File: src/rtl/dispensadora_multiproducto_pkg.sv
// vending_pkg: shared state encoding, default widths and price-table slicing
package vending_pkg;
    localparam int N_PROD_DEF   = 4;
    localparam int CREDIT_W_DEF = 8;
    localparam int TBL_MAX      = 256;
    typedef enum logic [2:0] {
        S_IDLE     = 3'd0,
        S_CREDIT   = 3'd1,
        S_CHECK    = 3'd2,
        S_DISPENSE = 3'd3,
        S_CHANGE   = 3'd4,
        S_REFUND   = 3'd5
    } state_e;
    // price of entry idx in a packed table of w-bit prices
    function automatic logic [31:0] price_at(input logic [TBL_MAX-1:0] tbl, input int idx, input int w);
        return 32'(tbl >> (idx * w)) & ~(32'hffff_ffff << w);
    endfunction
endpackage

File: src/rtl/dispensadora_multiproducto_if.sv
// dispensadora_multiproducto_if: coin/keypad/valve bundle of the vending controller
// master drives coins, selection, cancel, prices, stock and water; slave drives
// dispense, change, reject/insufficient pulses, credit and busy.
interface dispensadora_multiproducto_if import vending_pkg::*; #(
    parameter int N_PROD   = N_PROD_DEF,
    parameter int CREDIT_W = CREDIT_W_DEF
);
    localparam int SEL_W = $clog2(N_PROD);
    logic                       coin_valid;
    logic [CREDIT_W-1:0]        coin_value;
    logic                       sel_valid;
    logic [SEL_W-1:0]           sel_idx;
    logic                       cancel;
    logic [N_PROD*CREDIT_W-1:0] price_tbl;
    logic [N_PROD-1:0]          stock_ok;
    logic                       water_ok;
    logic [N_PROD-1:0]          dispense;
    logic                       change_valid;
    logic [CREDIT_W-1:0]        change_amt;
    logic                       coin_reject;
    logic                       insufficient;
    logic [CREDIT_W-1:0]        credit;
    logic                       busy;
    modport master (
        output coin_valid, coin_value, sel_valid, sel_idx, cancel, price_tbl, stock_ok, water_ok,
        input  dispense, change_valid, change_amt, coin_reject, insufficient, credit, busy
    );
    modport slave (
        input  coin_valid, coin_value, sel_valid, sel_idx, cancel, price_tbl, stock_ok, water_ok,
        output dispense, change_valid, change_amt, coin_reject, insufficient, credit, busy
    );
endinterface

File: src/rtl/dispensadora_multiproducto_temporizador.sv
// temporizador_inactividad: down-counter that flags expiry after COUNT enabled cycles
// clear reloads, enable counts down, expired is high while the count is zero.
module temporizador_inactividad #(
    parameter int COUNT = 16
) (
    input  logic clk,
    input  logic rst,
    input  logic clear,
    input  logic enable,
    output logic expired
);
    localparam int W = $clog2(COUNT + 1);
    logic [W-1:0] cnt_q, cnt_d;
    always_comb cnt_d = clear ? W'(COUNT - 1) : (enable && cnt_q != '0) ? cnt_q - W'(1) : cnt_q;
    always_ff @(posedge clk or negedge rst) begin
        if (!rst) cnt_q <= W'(COUNT - 1);
        else      cnt_q <= cnt_d;
    end
    assign expired = cnt_q == '0;
endmodule

File: src/rtl/dispensadora_multiproducto.sv
// dispensadora_multiproducto: multi-product vending FSM with credit, change and refunds
// clk, rst (async active-low) and the slave side of dispensadora_multiproducto_if.
module dispensadora_multiproducto import vending_pkg::*; #(
    parameter int N_PROD      = N_PROD_DEF,
    parameter int CREDIT_W    = CREDIT_W_DEF,
    parameter int MAX_CREDIT  = 200,
    parameter int DISP_CYCLES = 16,
    parameter int TIMEOUT     = 1000
) (
    input logic                    clk,
    input logic                    rst,
    dispensadora_multiproducto_if.slave bus
);
    localparam int SEL_W = $clog2(N_PROD);
    logic [2:0]          state_q, state_d;
    logic [CREDIT_W-1:0] credit_q, credit_d;
    logic [SEL_W-1:0]    sel_q, sel_d;
    logic [N_PROD-1:0]   dispense_q, dispense_d;
    logic                change_valid_q, change_valid_d;
    logic [CREDIT_W-1:0] change_amt_q, change_amt_d;
    logic                coin_reject_q, coin_reject_d;
    logic                insufficient_q, insufficient_d;
    logic                busy_q, busy_d;
    logic [CREDIT_W:0]   sum;
    logic [CREDIT_W-1:0] price;
    logic                in_credit, sel_ok, tmo, coin_acc, idle_exp, disp_exp;
    always_comb begin
        in_credit = state_q == S_CREDIT;
        sum       = {1'b0, credit_q} + {1'b0, bus.coin_value};
        sel_ok    = in_credit && bus.sel_valid && int'(bus.sel_idx) < N_PROD && !bus.cancel;
        tmo       = in_credit && idle_exp;
        // a coin only lands when nothing of higher priority claims the cycle
        coin_acc  = bus.coin_valid && sum <= (CREDIT_W+1)'(MAX_CREDIT) &&
                    ((state_q == S_IDLE && bus.coin_value != '0) ||
                     (in_credit && !bus.cancel && !tmo && !sel_ok));
        price     = CREDIT_W'(price_at(TBL_MAX'(bus.price_tbl), int'(sel_q), CREDIT_W));
        state_d        = state_q;
        credit_d       = credit_q;
        sel_d          = sel_q;
        insufficient_d = 1'b0;
        case (state_q)
            S_IDLE: begin
                state_d  = coin_acc ? S_CREDIT : S_IDLE;
                credit_d = coin_acc ? sum[CREDIT_W-1:0] : credit_q;
            end
            S_CREDIT: begin
                state_d  = (bus.cancel || tmo) ? S_REFUND : sel_ok ? S_CHECK : S_CREDIT;
                sel_d    = sel_ok ? bus.sel_idx : sel_q;
                credit_d = coin_acc ? sum[CREDIT_W-1:0] : credit_q;
            end
            S_CHECK: begin
                if (!bus.water_ok || !bus.stock_ok[sel_q]) begin
                    state_d = S_REFUND;
                end else if (credit_q < price) begin
                    state_d        = S_CREDIT;
                    insufficient_d = 1'b1;
                end else begin
                    state_d  = S_DISPENSE;
                    credit_d = credit_q - price;
                end
            end
            S_DISPENSE: state_d = disp_exp ? S_CHANGE : S_DISPENSE;
            S_CHANGE, S_REFUND: begin
                state_d  = S_IDLE;
                credit_d = '0;
            end
            default: begin
                state_d  = S_IDLE;
                credit_d = '0;
            end
        endcase
        // outputs are decoded from the next state so they line up with it
        dispense_d     = state_d == S_DISPENSE ? N_PROD'(1) << sel_d : '0;
        change_valid_d = state_d == S_REFUND || (state_d == S_CHANGE && credit_d != '0);
        change_amt_d   = change_valid_d ? credit_d : '0;
        coin_reject_d  = bus.coin_valid && !coin_acc;
        busy_d         = state_d inside {S_CHECK, S_DISPENSE, S_CHANGE, S_REFUND};
    end
    temporizador_inactividad #(.COUNT(TIMEOUT)) u_idle (
        .clk(clk), .rst(rst), .clear(!in_credit || coin_acc), .enable(in_credit), .expired(idle_exp)
    );
    temporizador_inactividad #(.COUNT(DISP_CYCLES)) u_disp (
        .clk(clk), .rst(rst), .clear(state_q == S_CHECK), .enable(state_q == S_DISPENSE), .expired(disp_exp)
    );
    always_ff @(posedge clk or negedge rst) begin
        if (!rst) begin
            state_q        <= S_IDLE;
            credit_q       <= '0;
            sel_q          <= '0;
            dispense_q     <= '0;
            change_valid_q <= 1'b0;
            change_amt_q   <= '0;
            coin_reject_q  <= 1'b0;
            insufficient_q <= 1'b0;
            busy_q         <= 1'b0;
        end else begin
            state_q        <= state_d;
            credit_q       <= credit_d;
            sel_q          <= sel_d;
            dispense_q     <= dispense_d;
            change_valid_q <= change_valid_d;
            change_amt_q   <= change_amt_d;
            coin_reject_q  <= coin_reject_d;
            insufficient_q <= insufficient_d;
            busy_q         <= busy_d;
        end
    end
    assign bus.dispense     = dispense_q;
    assign bus.change_valid = change_valid_q;
    assign bus.change_amt   = change_amt_q;
    assign bus.coin_reject  = coin_reject_q;
    assign bus.insufficient = insufficient_q;
    assign bus.credit       = credit_q;
    assign bus.busy         = busy_q;
endmodule

File: src/flat_wrapper.sv
// flat-port wrapper written by rule: the top's interface ports become plain ports
module dispensadora_multiproducto_flat import vending_pkg::*;
#(
    parameter int N_PROD      = N_PROD_DEF,
    parameter int CREDIT_W    = CREDIT_W_DEF,
    parameter int MAX_CREDIT  = 200,
    parameter int DISP_CYCLES = 16,
    parameter int TIMEOUT     = 1000
)
  (clk, rst, bus_coin_valid, bus_coin_value, bus_sel_valid, bus_sel_idx, bus_cancel, bus_price_tbl, bus_stock_ok, bus_water_ok, bus_dispense, bus_change_valid, bus_change_amt, bus_coin_reject, bus_insufficient, bus_credit, bus_busy);
  dispensadora_multiproducto_if #(.N_PROD(N_PROD), .CREDIT_W(CREDIT_W)) bus_i ();
  input logic clk;
  input logic rst;
  input wire logic [$bits(bus_i.coin_valid)-1:0] bus_coin_valid;
  input wire logic [$bits(bus_i.coin_value)-1:0] bus_coin_value;
  input wire logic [$bits(bus_i.sel_valid)-1:0] bus_sel_valid;
  input wire logic [$bits(bus_i.sel_idx)-1:0] bus_sel_idx;
  input wire logic [$bits(bus_i.cancel)-1:0] bus_cancel;
  input wire logic [$bits(bus_i.price_tbl)-1:0] bus_price_tbl;
  input wire logic [$bits(bus_i.stock_ok)-1:0] bus_stock_ok;
  input wire logic [$bits(bus_i.water_ok)-1:0] bus_water_ok;
  output wire logic [$bits(bus_i.dispense)-1:0] bus_dispense;
  output wire logic [$bits(bus_i.change_valid)-1:0] bus_change_valid;
  output wire logic [$bits(bus_i.change_amt)-1:0] bus_change_amt;
  output wire logic [$bits(bus_i.coin_reject)-1:0] bus_coin_reject;
  output wire logic [$bits(bus_i.insufficient)-1:0] bus_insufficient;
  output wire logic [$bits(bus_i.credit)-1:0] bus_credit;
  output wire logic [$bits(bus_i.busy)-1:0] bus_busy;
  assign bus_i.coin_valid = bus_coin_valid;
  assign bus_i.coin_value = bus_coin_value;
  assign bus_i.sel_valid = bus_sel_valid;
  assign bus_i.sel_idx = bus_sel_idx;
  assign bus_i.cancel = bus_cancel;
  assign bus_i.price_tbl = bus_price_tbl;
  assign bus_i.stock_ok = bus_stock_ok;
  assign bus_i.water_ok = bus_water_ok;
  assign bus_dispense = bus_i.dispense;
  assign bus_change_valid = bus_i.change_valid;
  assign bus_change_amt = bus_i.change_amt;
  assign bus_coin_reject = bus_i.coin_reject;
  assign bus_insufficient = bus_i.insufficient;
  assign bus_credit = bus_i.credit;
  assign bus_busy = bus_i.busy;
  dispensadora_multiproducto #(.N_PROD(N_PROD), .CREDIT_W(CREDIT_W), .MAX_CREDIT(MAX_CREDIT), .DISP_CYCLES(DISP_CYCLES), .TIMEOUT(TIMEOUT)) u_core (.clk(clk), .rst(rst), .bus(bus_i));
endmodule
File: config.mk
export PLATFORM = sky130hd
export DESIGN_NAME = dispensadora_multiproducto_flat
export DESIGN_NICKNAME = d
export VERILOG_FILES = /design/src/rtl/dispensadora_multiproducto_pkg.sv /design/src/rtl/dispensadora_multiproducto_if.sv /design/src/rtl/dispensadora_multiproducto_temporizador.sv /design/src/rtl/dispensadora_multiproducto.sv /design/src/flat_wrapper.sv
export SDC_FILE = /design/constraint.sdc
export NUM_CORES = 1
export LEC_CHECK = 0
export CAP_MARGIN = 20
export CELL_PAD_IN_SITES_DETAIL_PLACEMENT = 1
export CELL_PAD_IN_SITES_GLOBAL_PLACEMENT = 2
export CORE_MARGIN = 4
export CORE_UTILIZATION = 38
export CTS_CLUSTER_SIZE = 24
export DETAILED_ROUTE_END_ITERATION = 7
export DONT_BUFFER_PORTS = 1
export GPL_ROUTABILITY_DRIVEN = 1
export MAX_ROUTING_LAYER = met4
export PLACE_DENSITY_LB_ADDON = 0.1
export SLEW_MARGIN = 20
export SYNTH_ARGS = -nofsm -noshare
export SYNTH_HDL_FRONTEND = slang
export SYNTH_SLANG_ARGS = --single-unit
File: constraint.sdc
create_clock -name clk -period 4.2 [get_ports clk]
set_clock_uncertainty 0.15 [all_clocks]
set_input_delay 0.84 -clock clk [delete_from_list [all_inputs] [get_ports clk]]
set_output_delay 0.84 -clock clk [all_outputs]
set_load 0.01 [all_outputs]
Yosys cells after proc, flatten, opt, wreduce, memory -nomap -nowiden
Cells that the tools add are included.
{"block": "classes", "shifts": 2, "eq_ne": 7, "muxes": 24, "n_lt_le_gt_ge": 3, "reduce_logical": 36, "addsub": 4}
{"op": "8-bit 2-to-1 mux", "count": 4}
{"op": "32-bit by 5-bit right shift with 8-bit output", "count": 1}
{"op": "8-bit one-hot mux with 3 select lines", "count": 1}
{"op": "10-bit 2-to-1 mux", "count": 2}
{"op": "8-bit nonzero test", "count": 2}
{"op": "1-bit logical AND", "count": 13}
{"op": "3-bit by 2-bit == test with 1-bit output, second input constant", "count": 4}
{"op": "3-bit one-hot mux with 4 select lines", "count": 1}
{"op": "10-bit zero test", "count": 1}
{"op": "5-bit 2-to-1 mux", "count": 2}
{"op": "10-bit nonzero test", "count": 1}
{"op": "10-bit by 1-bit subtractor with 10-bit output, second input constant", "count": 1}
{"op": "8-bit by 8-bit adder with 9-bit output", "count": 1}
{"op": "9-bit by 8-bit <= comparator with 1-bit output, second input constant", "count": 1}
{"op": "3-bit 2-to-1 mux", "count": 3}
{"op": "8-bit less-than comparator", "count": 1}
{"op": "2-bit 2-to-1 mux", "count": 4}
{"op": "8-bit subtractor", "count": 1}
{"op": "1-bit zero test", "count": 7}
{"op": "3-bit == test, second input constant", "count": 2}
{"op": "5-bit zero test", "count": 1}
{"op": "1-bit logical OR", "count": 5}
{"op": "1-bit 2-to-1 mux", "count": 5}
{"op": "5-bit nonzero test", "count": 1}
{"op": "other kinds (10)", "count": 11}
{"block": "totals", "reg_bits": 44, "elab_cells": 87, "input_bits": 52, "out_inout_bits": 24}

Longest topological paths before layout
{"block": "logic_depth", "depth_word": 13, "mapped_depth": 13, "depth_no_buf": 11}

Hierarchy
Synthesis repeated with hierarchy kept, for this count alone.
{"block": "unflattened", "cells_unflattened": 337, "area_unflattened_um2": 3225.6}
{"module": "dispensadora_multiproducto", "seq_area_each_um2": 725.7, "area_per_inst_um2": 2308.5, "cells_per_inst": 247, "n_inst": 1}
{"module": "temporizador_inactividad at u_core.u_idle", "seq_area_each_um2": 260.2, "area_per_inst_um2": 641.9, "cells_per_inst": 66, "n_inst": 1}
{"module": "temporizador_inactividad at u_core.u_disp", "seq_area_each_um2": 130.1, "area_per_inst_um2": 275.3, "cells_per_inst": 24, "n_inst": 1}

Worst setup path before layout
No wires, ideal clock.
{"block": "synth_timing", "kind": "input to register", "startpoint": "in bus_price_tbl[24]", "endpoint": "reg u_core.change_valid_q (netlist: u_core.bus.change_valid)", "n_path_buf": 1, "cell_stages": 11, "setup_time_ps": 136, "t_arrival_ps": 3386, "setup_slack_ps": 528, "cell_sequence": "mux4_2 > ha_1 > fa_1 > nor2b_1 > o31a_1 > o211a_1 > buf_6 > mux2_2 > a32o_2 > nor4_1 > a31oi_1"}
{"block": "synth_between", "elab_chain_cells": 8, "word_cells_on_any_way": 14}
{"item": "from (decl)", "line_no": "flat_wrapper.sv:19", "source": "input wire logic [$bits(bus_i.price_tbl)-1:0] bus_price_tbl;"}
{"item": "32-bit by 5-bit right shift with 8-bit output (*)", "line_no": "dispensadora_multiproducto_pkg.sv:16", "source": "return 32'(tbl >> (idx * w)) & ~(32'hffff_ffff << w);"}
{"item": "8-bit subtractor / 8-bit less-than comparator (equally long branches)", "line_no": "dispensadora_multiproducto.sv:59, dispensadora_multiproducto.sv:54"}
{"item": "8-bit 2-to-1 mux / 2-bit 2-to-1 mux (equally long branches)", "line_no": "dispensadora_multiproducto.sv:54", "source": "end else if (credit_q < price) begin"}
{"item": "8-bit 2-to-1 mux / 3-bit 2-to-1 mux (equally long branches)", "line_no": "dispensadora_multiproducto.sv:52", "source": "if (!bus.water_ok || !bus.stock_ok[sel_q]) begin"}
{"item": "8-bit one-hot mux with 3 select lines / 3-bit one-hot mux with 4 select lines (equally long branches)", "line_no": "dispensadora_multiproducto.sv:41", "source": "case (state_q)"}
{"item": "8-bit nonzero test / 3-bit == test (equally long branches)", "line_no": "dispensadora_multiproducto.sv:74", "source": "change_valid_d = state_d == S_REFUND || (state_d == S_CHANGE && credit_d != '0);"}
{"item": "1-bit logical AND", "line_no": "dispensadora_multiproducto.sv:74"}
{"item": "1-bit logical OR (*)", "line_no": "dispensadora_multiproducto.sv:74"}
{"item": "net u_core.change_valid_d", "line_no": "dispensadora_multiproducto.sv:19", "source": "logic change_valid_q, change_valid_d;"}
{"item": "to (signal assigned)", "line_no": "dispensadora_multiproducto.sv:101", "source": "change_valid_q <= change_valid_d;"}
{"item": "to (decl)", "line_no": "dispensadora_multiproducto.sv:19"}
Mark *: on every way through the listed nets, which the timed path passes. The rest lies on a longest branch.
A chain may end at the register's enable or synchronous reset.

Worst setup path after layout
{"block": "layout_timing", "startpoint": "reg u_core.sel_q[0]", "endpoint": "reg u_core.change_valid_q (netlist: u_core.bus.change_valid)"}
{"block": "layout_between", "elab_chain_cells": 9, "word_cells_on_any_way": 18}
{"item": "from (decl)", "line_no": "dispensadora_multiproducto.sv:17", "source": "logic [SEL_W-1:0] sel_q, sel_d;"}
{"item": "from (signal assigned)", "line_no": "dispensadora_multiproducto.sv:99", "source": "sel_q <= sel_d;"}
{"item": "parallel branches: the longest is 8 deep, another holds 8-bit subtractor"}
{"item": "1-bit logical OR (*)", "line_no": "dispensadora_multiproducto.sv:74"}
{"item": "net u_core.change_valid_d", "line_no": "dispensadora_multiproducto.sv:19"}
Mark *: on every way through the listed nets, which the timed path passes. The select of a mux whose other input is x is not followed.

==> impl_metrics.toml <==
[logic_synthesis]
syn-num-nets = 385
ys_top_cells_by_area = "dfrtp_1 (25%), dfstp_2 (10%), ha_1 (7.2%)"
yosysMostFrequentCell = "dfrtp_1"
synth-edff-count = 0
synthTopCellsByCount = "dfrtp_1 (32), inv_1 (24), nor2_1 (22)"
syn_area_per_cell_um2 = 10.1
ys.flop_type = "dfrtp_1"
synthCells = 313
synth-async-reset-ratio = 1.00
syn_area_um2 = 3150
synth_top_area_cell = "dfrtp_1"
ys_types = 72
synth-seq-area-share = 0.355
synth-seq-cells = 44
ys.warnings.count = 0
yosysTopAreaCellShare = 0.254

[global_routing]
grt-ovfl-total = 0
grt_pass1_vias = 2818
grt_use_total = 0.190
grt_max_degree = 45
grt_pass1_wl_um = 14600
antenna_found_initial = 0

[floorplanning]
coreArea_um2 = 7890
initial_core_util = 0.399
dieArea_um2 = 9800
die_h_um = 99
die_x_um = 99
rows = 32
num_io_pins = 76

[timing]
slew_headroom = 0.464
hold_viol = 0
period_share = 0.896
fmax_mhz = 266
tns_ns = 0
whs_ns = 0.0776
tightestPinTransition_ns = 0.797
slew_violations = 0
fin_crit_ns = 3.76
setup_viol = 0
rsz0062_at_grt = "false"

[status]
status = "complete, no violations"

[layout]
area_delta_synth_final_pct = 6.88
fillers = 900
drive_gt1_frac = 0.193
final_util = 0.426
design_area_um2 = 3360
finalNetCount = 392
n_antenna_cell = 0
multi_input_area_um2 = 1900
ff_latch_area_um2 = 1120

[cts]
hold_buffers = 0
path_clk_slew_ns = 0.09
cts_sinks = 44
cts_root_buffer = "clkbuf_8"
clk_path_buf_depth = 2
cts_tree = "yes"
cts_buffers = 5
cts_max_level = 2
clk_latency_ns = 0.29

[power]
p_int_mw = 1.31
finalPower_mw = 2.43
clkPwrFrac = 0.117
comb_power_share = 0.582
leakage_nw = 1.48
switching_power_mw = 1.12
p_sw_frac = 0.462
powerDensity_nw_per_um2 = 723
peakVddDrop_mv = 0.281
p_seq_frac = 0.301

[routing]
wl_per_cell_um = 20.4
drc_errors = 0
routed_wl_um = 8650
vias_per_cell = 5.88
vias = 2488
drt_iter0_drc = 84
antenna_left = 0
firstDrtPassIters = 4

[setup_path]
path_class = "flop to flop"
cp-end-kind = "flop"
required_ns = 4.22
r2r_cells = 10
start_kind = "flop"
critPathMaxFanout = 10
worstPathArrival_ns = 3.78

[flow_run]
cap_violations = 0

[place]
hpwl_um = 7070
placed_area_um2 = 3270
gp_congestion = 0.866
portBuffers = 0

[worst_hold_path]
hold_class = "primary input to async pin"
## metal layers
layer | global-route usage | part of all wire | vias up
met1 | 0.263 | 0.47 | 1235
met2 | 0.292 | 0.46 | 76
met5 | - | 0 | -
met3 | 0.0410 | 0.059 | 7
li1 | - | - | 1170
met4 | 0.0326 | 0.0082 | 0
## cells in the final DEF, fill, tap and decap left out, drive strengths merged, types with 4 or more instances in the layout
cell type	count
o21ai	14
a211oi	5
xor2	9
nor2	23
nand2	20
ha	18
a21oi	11
nor4	5
dfstp	12
inv	24
o211ai	4
nand3	4
and2	16
nor3	15
a31oi	4
buf	5
mux2i	6
nand2b	4
a21o	5
mux4	9
or3	4
dfrtp	32
clkbuf	6
xnor2	7
## critical path, stage by stage, from the launching register on
cell	delay [ns]
dfrtp_2	0.56
mux4_2	0.57
ha_1	0.23
fa_1	0.40
nor2b_1	0.16
o31a_1	0.25
o211a_1	0.24
mux2_2	0.35
a32o_2	0.24
nor4_1	0.34
a31oi_1	0.13
## worst paths after layout
kind	slack, ns	start	endpoint
setup / recovery	0.44	u_core.sel_q[0]	u_core.bus.change_valid
hold / removal	0.08	rst	u_core.bus.change_amt[2]
setup reg to reg	0.44	u_core.sel_q[0]	u_core.bus.change_valid
hold reg to reg	0.36	u_core.u_disp.cnt_q[4]	u_core.u_disp.cnt_q[4]
max in group asynchronous	3.64	rst	u_core.u_disp.cnt_q[3]
min in group clk	0.36	u_core.u_disp.cnt_q[4]	u_core.u_disp.cnt_q[4]
## state kept, by name, summed over array words and instances, names as in the netlist, 2 cells and up
signal,flops
u_core.sel_q,2
u_core.state_q,3
u_core.bus.credit,8
u_core.bus.change_amt,8
u_core.u_idle.cnt_q,10
u_core.bus.dispense,4
u_core.u_disp.cnt_q,5
## repair_timing
| action | in CTS | in global routing |
|---|---|---|
| resized for setup | 0 | 1 |
| setup buffers | 0 | 0 |
| endpoints found under the setup margin | 0 | 1 |
## power groups by stage
stage                     logic (mW)  registers [mW]  clock network, mW
after detailed placement        1.42           0.745                  0
after global placement          1.41           0.743                  0
after global routing            1.60           0.762              0.314
final                           1.42           0.732              0.284
after floorplan                 1.13           0.667                  0
after CTS                       1.43           0.738              0.294
## stage by stage
| step | setup WS, ns | cells |
|---|---|---|
| 2_1_floorplan | 0.528 | 313 |
| 3_3_place_gp | 0.290 | 415 |
| 3_5_place_dp | 0.253 | 415 |
| 4_1_cts | 0.237 | 423 |
| 5_1_grt | 0.141 | 423 |
| 6_report | 0.436 | 423 |
## cells by family (layout without fill, tap and decap cells)
logic type,Yosys count,count (layout),share of synthesized area
mux,16,16,0.0871
simple gates,111,111,0.196
xor+xnor,16,16,0.0445
compound gates,77,77,0.191
fa+ha+maj,20,20,0.0843
flops,44,44,0.355
buf+inv,29,37,0.0421
## final cells by class
cell class                      count  share of cell area
Timing Repair Buffer                5              0.0112
Inverter                           24              0.0268
Sequential cell                    44               0.332
Clock inverter                      2             0.00298
Clock buffer                        6              0.0246
Tap cell                          102              0.0379
Multi-Input combinational cell    240               0.564
Power figures use the tool's default switching activity.
